## src/rtl/delay_pipe_v.sv

```systemverilog
// delay_pipe_v: multi-lane delay line with per-stage valid tags, stall, flush and occupancy count.
// Define DELAY_PIPE_V_DEPTH_SEL_EN for runtime depth load; otherwise depth is fixed at MAX_DEPTH.
module delay_pipe_v #(
   parameter int DWIDTH    = 12,
   parameter int LANES     = 2,
   parameter int MAX_DEPTH = 8
) (
   input  logic                             clk,
   input  logic                             rst_n,
   input  logic                             en_i,
   input  logic                             flush_i,
   input  logic                             valid_i,
   input  logic [LANES*DWIDTH-1:0]          data_i,
   output logic                             valid_o,
   output logic [LANES*DWIDTH-1:0]          data_o,
   input  logic                             depth_ld_i,
   input  logic [$clog2(MAX_DEPTH+1)-1:0]   depth_sel_i,
   output logic [$clog2(MAX_DEPTH+1)-1:0]   depth_o,
   output logic                             depth_err_o,
   output logic [$clog2(MAX_DEPTH+1)-1:0]   cnt_o,
   output logic                             empty_o
);

   localparam int WW = LANES * DWIDTH;
   localparam int CW = $clog2(MAX_DEPTH + 1);
   localparam logic [CW-1:0] C_MAX = CW'(MAX_DEPTH);

   logic [WW-1:0]        r_data [MAX_DEPTH];
   logic [MAX_DEPTH-1:0] r_vld;
   logic [CW-1:0]        r_cnt;
   logic                 w_vld_tap;
   logic [WW-1:0]        w_data_tap;
   logic                 w_clr_vld;

`ifdef DELAY_PIPE_V_DEPTH_SEL_EN
   logic [CW-1:0] r_depth;
   logic          r_err;
   logic          w_sel_ok;
   logic          w_ld_acc;

   assign w_sel_ok = (depth_sel_i != '0) && (depth_sel_i <= C_MAX);
   // flush empties the pipe this cycle, so it waives the occupancy condition
   assign w_ld_acc = depth_ld_i && w_sel_ok &&
                     (flush_i || ((r_cnt == '0) && !(en_i && valid_i)));

   always_ff @(posedge clk or negedge rst_n) begin
      if (!rst_n) begin
         r_depth <= C_MAX;
         r_err   <= 1'b0;
      end else begin
         r_err <= depth_ld_i && !w_ld_acc;
         if (w_ld_acc) r_depth <= depth_sel_i;
      end
   end

   always_comb begin
      w_vld_tap  = 1'b0;
      w_data_tap = '0;
      for (int unsigned i = 0; i < MAX_DEPTH; i++) begin
         if (r_depth == CW'(i + 1)) begin
            w_vld_tap  = r_vld[i];
            w_data_tap = r_data[i];
         end
      end
   end

   assign w_clr_vld   = w_ld_acc;
   assign depth_o     = r_depth;
   assign depth_err_o = r_err;
`else
   logic w_unused_depth;
   assign w_unused_depth = ^{depth_ld_i, depth_sel_i};
   assign w_vld_tap      = r_vld[MAX_DEPTH-1];
   assign w_data_tap     = r_data[MAX_DEPTH-1];
   assign w_clr_vld      = 1'b0;
   assign depth_o        = C_MAX;
   assign depth_err_o    = 1'b0;
`endif

   always_ff @(posedge clk or negedge rst_n) begin
      if (!rst_n) begin
         r_vld <= '0;
         for (int unsigned i = 0; i < MAX_DEPTH; i++) r_data[i] <= '0;
      end else if (flush_i) begin
         r_vld <= '0;
         for (int unsigned i = 0; i < MAX_DEPTH; i++) r_data[i] <= '0;
      end else begin
         if (en_i) begin
            r_data[0] <= data_i;
            for (int unsigned i = 1; i < MAX_DEPTH; i++) r_data[i] <= r_data[i-1];
         end
         // a depth change leaves no live word behind, so every tag can be dropped
         if (w_clr_vld) begin
            r_vld <= '0;
         end else if (en_i) begin
            r_vld[0] <= valid_i;
            for (int unsigned i = 1; i < MAX_DEPTH; i++) r_vld[i] <= r_vld[i-1];
         end
      end
   end

   always_ff @(posedge clk or negedge rst_n) begin
      if (!rst_n) begin
         r_cnt <= '0;
      end else if (flush_i) begin
         r_cnt <= '0;
      end else if (en_i) begin
         r_cnt <= r_cnt + CW'(valid_i) - CW'(w_vld_tap);
      end
   end

   assign valid_o = w_vld_tap;
   assign data_o  = w_vld_tap ? w_data_tap : '0;
   assign cnt_o   = r_cnt;
   assign empty_o = (r_cnt == '0);

endmodule

```

## config.mk

```make
export PLATFORM = sky130hd
export DESIGN_NAME = delay_pipe_v
export DESIGN_NICKNAME = d
export VERILOG_FILES = /design/src/rtl/delay_pipe_v.sv
export SDC_FILE = /design/constraint.sdc
export NUM_CORES = 1
export LEC_CHECK = 0
export BUFFER_PORTS_ARGS = -buffer_cell sky130_fd_sc_hd__buf_2
export CORE_MARGIN = 2
export CORE_UTILIZATION = 45
export CTS_BUF_LIST = sky130_fd_sc_hd__clkbuf_4
export DETAILED_ROUTE_END_ITERATION = 12
export HOLD_SLACK_MARGIN = 0.08
export SLEW_MARGIN = 5
export SYNTH_ARGS = -nofsm -noshare
export SYNTH_HDL_FRONTEND = slang
export SYNTH_SLANG_ARGS = --single-unit
```

## constraint.sdc

```tcl
create_clock -name clk -period 2 [get_ports clk]
set_input_delay 0 -clock clk [delete_from_list [all_inputs] [get_ports clk]]
set_output_delay 0 -clock clk [all_outputs]
set_load 0.05 [all_outputs]
```

==> Yosys cells after proc, flatten, opt, wreduce, memory -nomap -nowiden <==
Index checks and enable logic that the tools add are counted.
Widths: inputs -> output; s select.
{ "op_classes": {"add_sub_neg": 2, "n_mul": 0, "div_mod_pow": 0, "order_cmp": 0, "eq_ne": 0, "shift": 0, "mux": 7, "bitwise_logic": 0, "reduce_logical": 2} }
{ "op_table": {"columns": ["operator", "count"], "rows": [
  ["$mux 192", 2],
  ["$mux 24", 1],
  ["$mux 8", 2],
  ["$mux 4", 2],
  ["$add 4x1->4", 1],
  ["$logic_not 4->1", 1],
  ["$sub 4x1->4", 1],
  ["$reduce_bool 2->1", 1]
]} }
{ "totals": {"register_bits": 204, "latchBits": 0, "mem_bits_rw": 0, "mem_bits_ro": 0, "out_inout_bits": 35, "word_cells": 21, "mem_count": 0} }

==> Depth between registers and ports, before layout <==
{ "depth": {"depth_word": 4, "ltp_mapped": 7, "ltp_nobuf": 7} }

==> Worst setup path after synthesis <==
Ideal clock, no wire load.
{ "synth_path": {"path_kind": "register -> register", "from": "register r_cnt[0], in the netlist cnt_o[0]", "to": "register r_cnt[2], in the netlist cnt_o[2]", "setup_ns": 0.094, "arrival_ns": 1.962, "required_time_ns": 1.906, "setup_slack_ns": -0.056, "stages_incl_launch_ff": 8, "path_buffers": 0, "synth_period_minus_slack_ns": 2.056, "path_cell_list": "dfrtp_1 -> inv_1 -> ha_1 -> inv_1 -> ha_1 -> fa_1 -> xnor2_1 -> a211oi_1"} }
{ "synth_between": {"elab_chain_len": 4} }
{ "synth_lines": {"columns": ["element", "line", "text"], "rows": [
  ["from (decl)", "30", "logic [CW-1:0] r_cnt;"],
  ["from (signal assigned)", "108", "r_cnt <= r_cnt + CW'(valid_i) - CW'(w_vld_tap);"],
  ["$add 4x1->4", "108", null],
  ["$sub 4x1->4", "108", null],
  ["$mux 4", "107", "end else if (en_i) begin"],
  ["$mux 4", "105", "end else if (flush_i) begin"]
]} }
Every way passes these cells. The select of a mux whose other input is x is not followed.
A chain may end at the register's enable or synchronous reset.

==> Worst setup path after layout <==
Ends and elaborated chain as after synthesis.

==> impl_metrics.ini <==
[timing]
drv_slew = 0
finClkSkew_ns = 0.0199
setup_slack_ns = 0.145
fin_crit_sh_pct = 92.8
setup_viol = 0
period_needed_ns = 1.86
final.setup.tns_ns = 0
fmax_ghz = 0.539
rsz0062_at_grt = no
hold_viol = 0

[floorplanning]
fp.dieH_um = 143
start_util_pct = 46.0
fp.dieArea_sq_um = 20300
rows = 50
coreArea_sq_um = 18800
die_w_um = 143
io_pins = 69

[grt]
antenna_found_initial = 1
grt.total_usage_pct = 16.0
grt_pass1_vias = 5356
grt-ovfl-total = 0
grt_pass1_wl_um = 26600
grt_start_max_net_pins = 92

[yosys]
yosysUniqueCellTypes = 23
synth_top_cell_by_area = dfrtp_1
synth_area_sq_um = 8640
synthTopCellsByArea = dfrtp_1, mux2i_1, nor2_1
synth_top_family_by_area = multiplexers
yosysWarnings = 0
netlist_instances = 710
synthXorXnorAreaFrac_pct = 0.101
ys.flop_type = dfrtp_1
synthMuxAreaShare_pct = 23.4
synth_fa_ha_area_share_pct = 0.956
synth_compound_gate_area_share_pct = 0.203
ys_ff_latch = 204
synthArstFlopShare_pct = 100
syn_area_per_cell_sq_um = 12.2
synth_top_cell_area_share_pct = 59.1
yosys-top-cells-count = dfrtp_1, nor2_1, mux2i_1
synthSimpleGateAreaFrac_pct = 11.0
ys_seq_area_share_pct = 59.1
synth-edff-count = 0

[worst_setup_path]
crit_chain = inv_1 -> ha_1 -> inv_1 -> ha_1 -> fa_1 -> xnor2_1 -> a211oi_2
crit_path_max_fanout = 3
crit_slowest_cell = fa_1
cp_data_arrival_time_ns = 2.33
critPathMaxStageDelay_ns = 0.42
path_delay_family = adder cells
r2r.worst_path.cells = 7
cp-start-kind = flop
critPathCaptureType = flop
critPathBufInv = 2
required_ns = 2.48
crit_cells = 7
crit_type = flop to flop

[drt]
wl_um = 15300
drtIter0Drc = 288
wl_per_cell_um = 13.9
ant_nets = 0
via_count = 5311
dr.pass1.iters = 5
drc_errors = 0
via_per_inst = 4.80

[placement]
gp_congestion = 0.743
pre_cts_ws_ns = 0.102
place.port_buffers = 58
dpl.hpwl_um = 9160

[clock_tree]
clk_pin_slew_worst_paths_ns = 0.06
cts_sinks = 204
postCtsSetupRepairBufs = 0
cts_max_path_buffers = 3
cts-root-buf = clkbuf_4
h-tree-depth = 2
cts_made_buffers = 51
cts_tree = done
clk_latency_ns = 0.61

[pwr]
peakVddDrop_mv = 0.322
p_sw_share_pct = 23.9
power_leakage_uw = 0.00549
p_switching_uw = 1960
p_seq_share_pct = 51.7
power.density_nw_per_um2 = 804
p_int_uw = 6240
combPwrFrac_pct = 8.2
p_clk_share_pct = 40.2

[cells_and_area]
nets = 875
nFillCells = 1615
layout-drive-gt1-share_pct = 17.3
areaGrowthSynthToFinish_pct = 18.0

[hold_path]
hp-class = input pin to flop
hold_depth = 3

[run]
cap_violations = 0

[run_status]
outcome = finished clean
worst reg2reg max path, cell delays in order (launching register included):
cell and delay [ns]:
dfrtp_2 0.37, inv_1 0.06, ha_1 0.26, inv_1 0.04, ha_1 0.21, fa_1 0.42
xnor2_1 0.25, a211oi_2 0.11
path summary, 6_finish.rpt:
path | from | to | slack [ns]
worst min register to register | w_data_tap[21] | w_data_tap[21] | 0.51
worst min-delay path | flush_i | w_data_tap[23] | 0.36
max in group asynchronous | rst_n | r_data[132] | 1.00
worst max register to register | cnt_o[0] | cnt_o[2] | 0.14
min in group asynchronous | rst_n | cnt_o[2] | 0.60
worst max-delay path | cnt_o[0] | cnt_o[2] | 0.14
flip-flops by register name, summed over array words and instances, names as in the netlist:
name	flops
r_data	168
w_data_tap	24
r_vld	8
cnt_o	4
cell families after synthesis:
family	after synthesis
AND/OR/NAND/NOR	233
flip-flops	204
multiplexers	202
buffers and inverters	59
adder cells (fa/ha/maj)	6
AO/OA/AOI/OAI	3
other	2
XOR/XNOR	1
cell usage in the layout, fill, tap and decap left out, types with 2 or more instances in the layout:
cell type and count:
conb_1 5, clkbuf_4 78, ha_1 5, buf_12 7
mux2i_1 202, a21oi_1 2, nor2_1 204, dfrtp_2 2
dfrtp_1 202, inv_1 6, dlygate4sd3_1 54, buf_4 2
and2_1 24, buf_2 55, clkinv_1 9
layout make-up:
| class | instances | area, sq um | area share, % |
|---|---|---|---|
| Clock buffer | 78 | 586 | 5.74 |
| Sequential cell | 204 | 5110 | 50.1 |
| Inverter | 6 | 22.5 | 0.221 |
| Antenna cell | 1 | 2.50 | 0.0245 |
| Clock inverter | 11 | 42.5 | 0.417 |
| Timing Repair Buffer | 122 | 1040 | 10.2 |
| Multi-Input combinational cell | 450 | 3100 | 30.4 |
| Tap cell | 234 | 293 | 2.87 |
routing by layer:
| layer | up-vias | routed length (um) | global-route usage, % |
|---|---|---|---|
| met3 | 24 | 572 | 3.57 |
| met2 | 96 | 6580 | 23.2 |
| met5 | - | 0 | 0 |
| met4 | 0 | 262 | 5.99 |
| li1 | 2642 | - | - |
| met1 | 2549 | 7910 | 23.6 |
per-stage QoR:
stage / power, uW / utilization [%] / instances / hold WS (ns) / instance area [sq um]
after floorplan: 4740 / - / 713 / -0.296 / 8650
after global placement: 4860 / 47.9 / 961 / -0.0352 / 8990
after detailed placement: 4890 / 47.9 / 961 / -0.0318 / 8990
after CTS: 8350 / 54.3 / 1105 / 0.304 / 10200
after global routing: 8650 / 54.3 / 1106 / 0.347 / 10200
final: 8200 / 54.3 / 1106 / 0.362 / 10200
power groups by stage:
stage | clock, uW | sequential, uW | combinational, uW
global placement | 0 | 4310 | 558
finish | 3290 | 4230 | 668
global route | 3670 | 4240 | 736
CTS | 3440 | 4230 | 676
detailed placement | 0 | 4310 | 582
floorplan | 0 | 4320 | 418
what timing repair did:
action / in CTS / in global routing
hold endpoints to repair: 401 / 0
gates resized for setup: 0 / 1
hold buffers: 55 / 0
setup endpoints to repair: 0 / 1
Note: power is estimated with default switching activity, not from simulation.
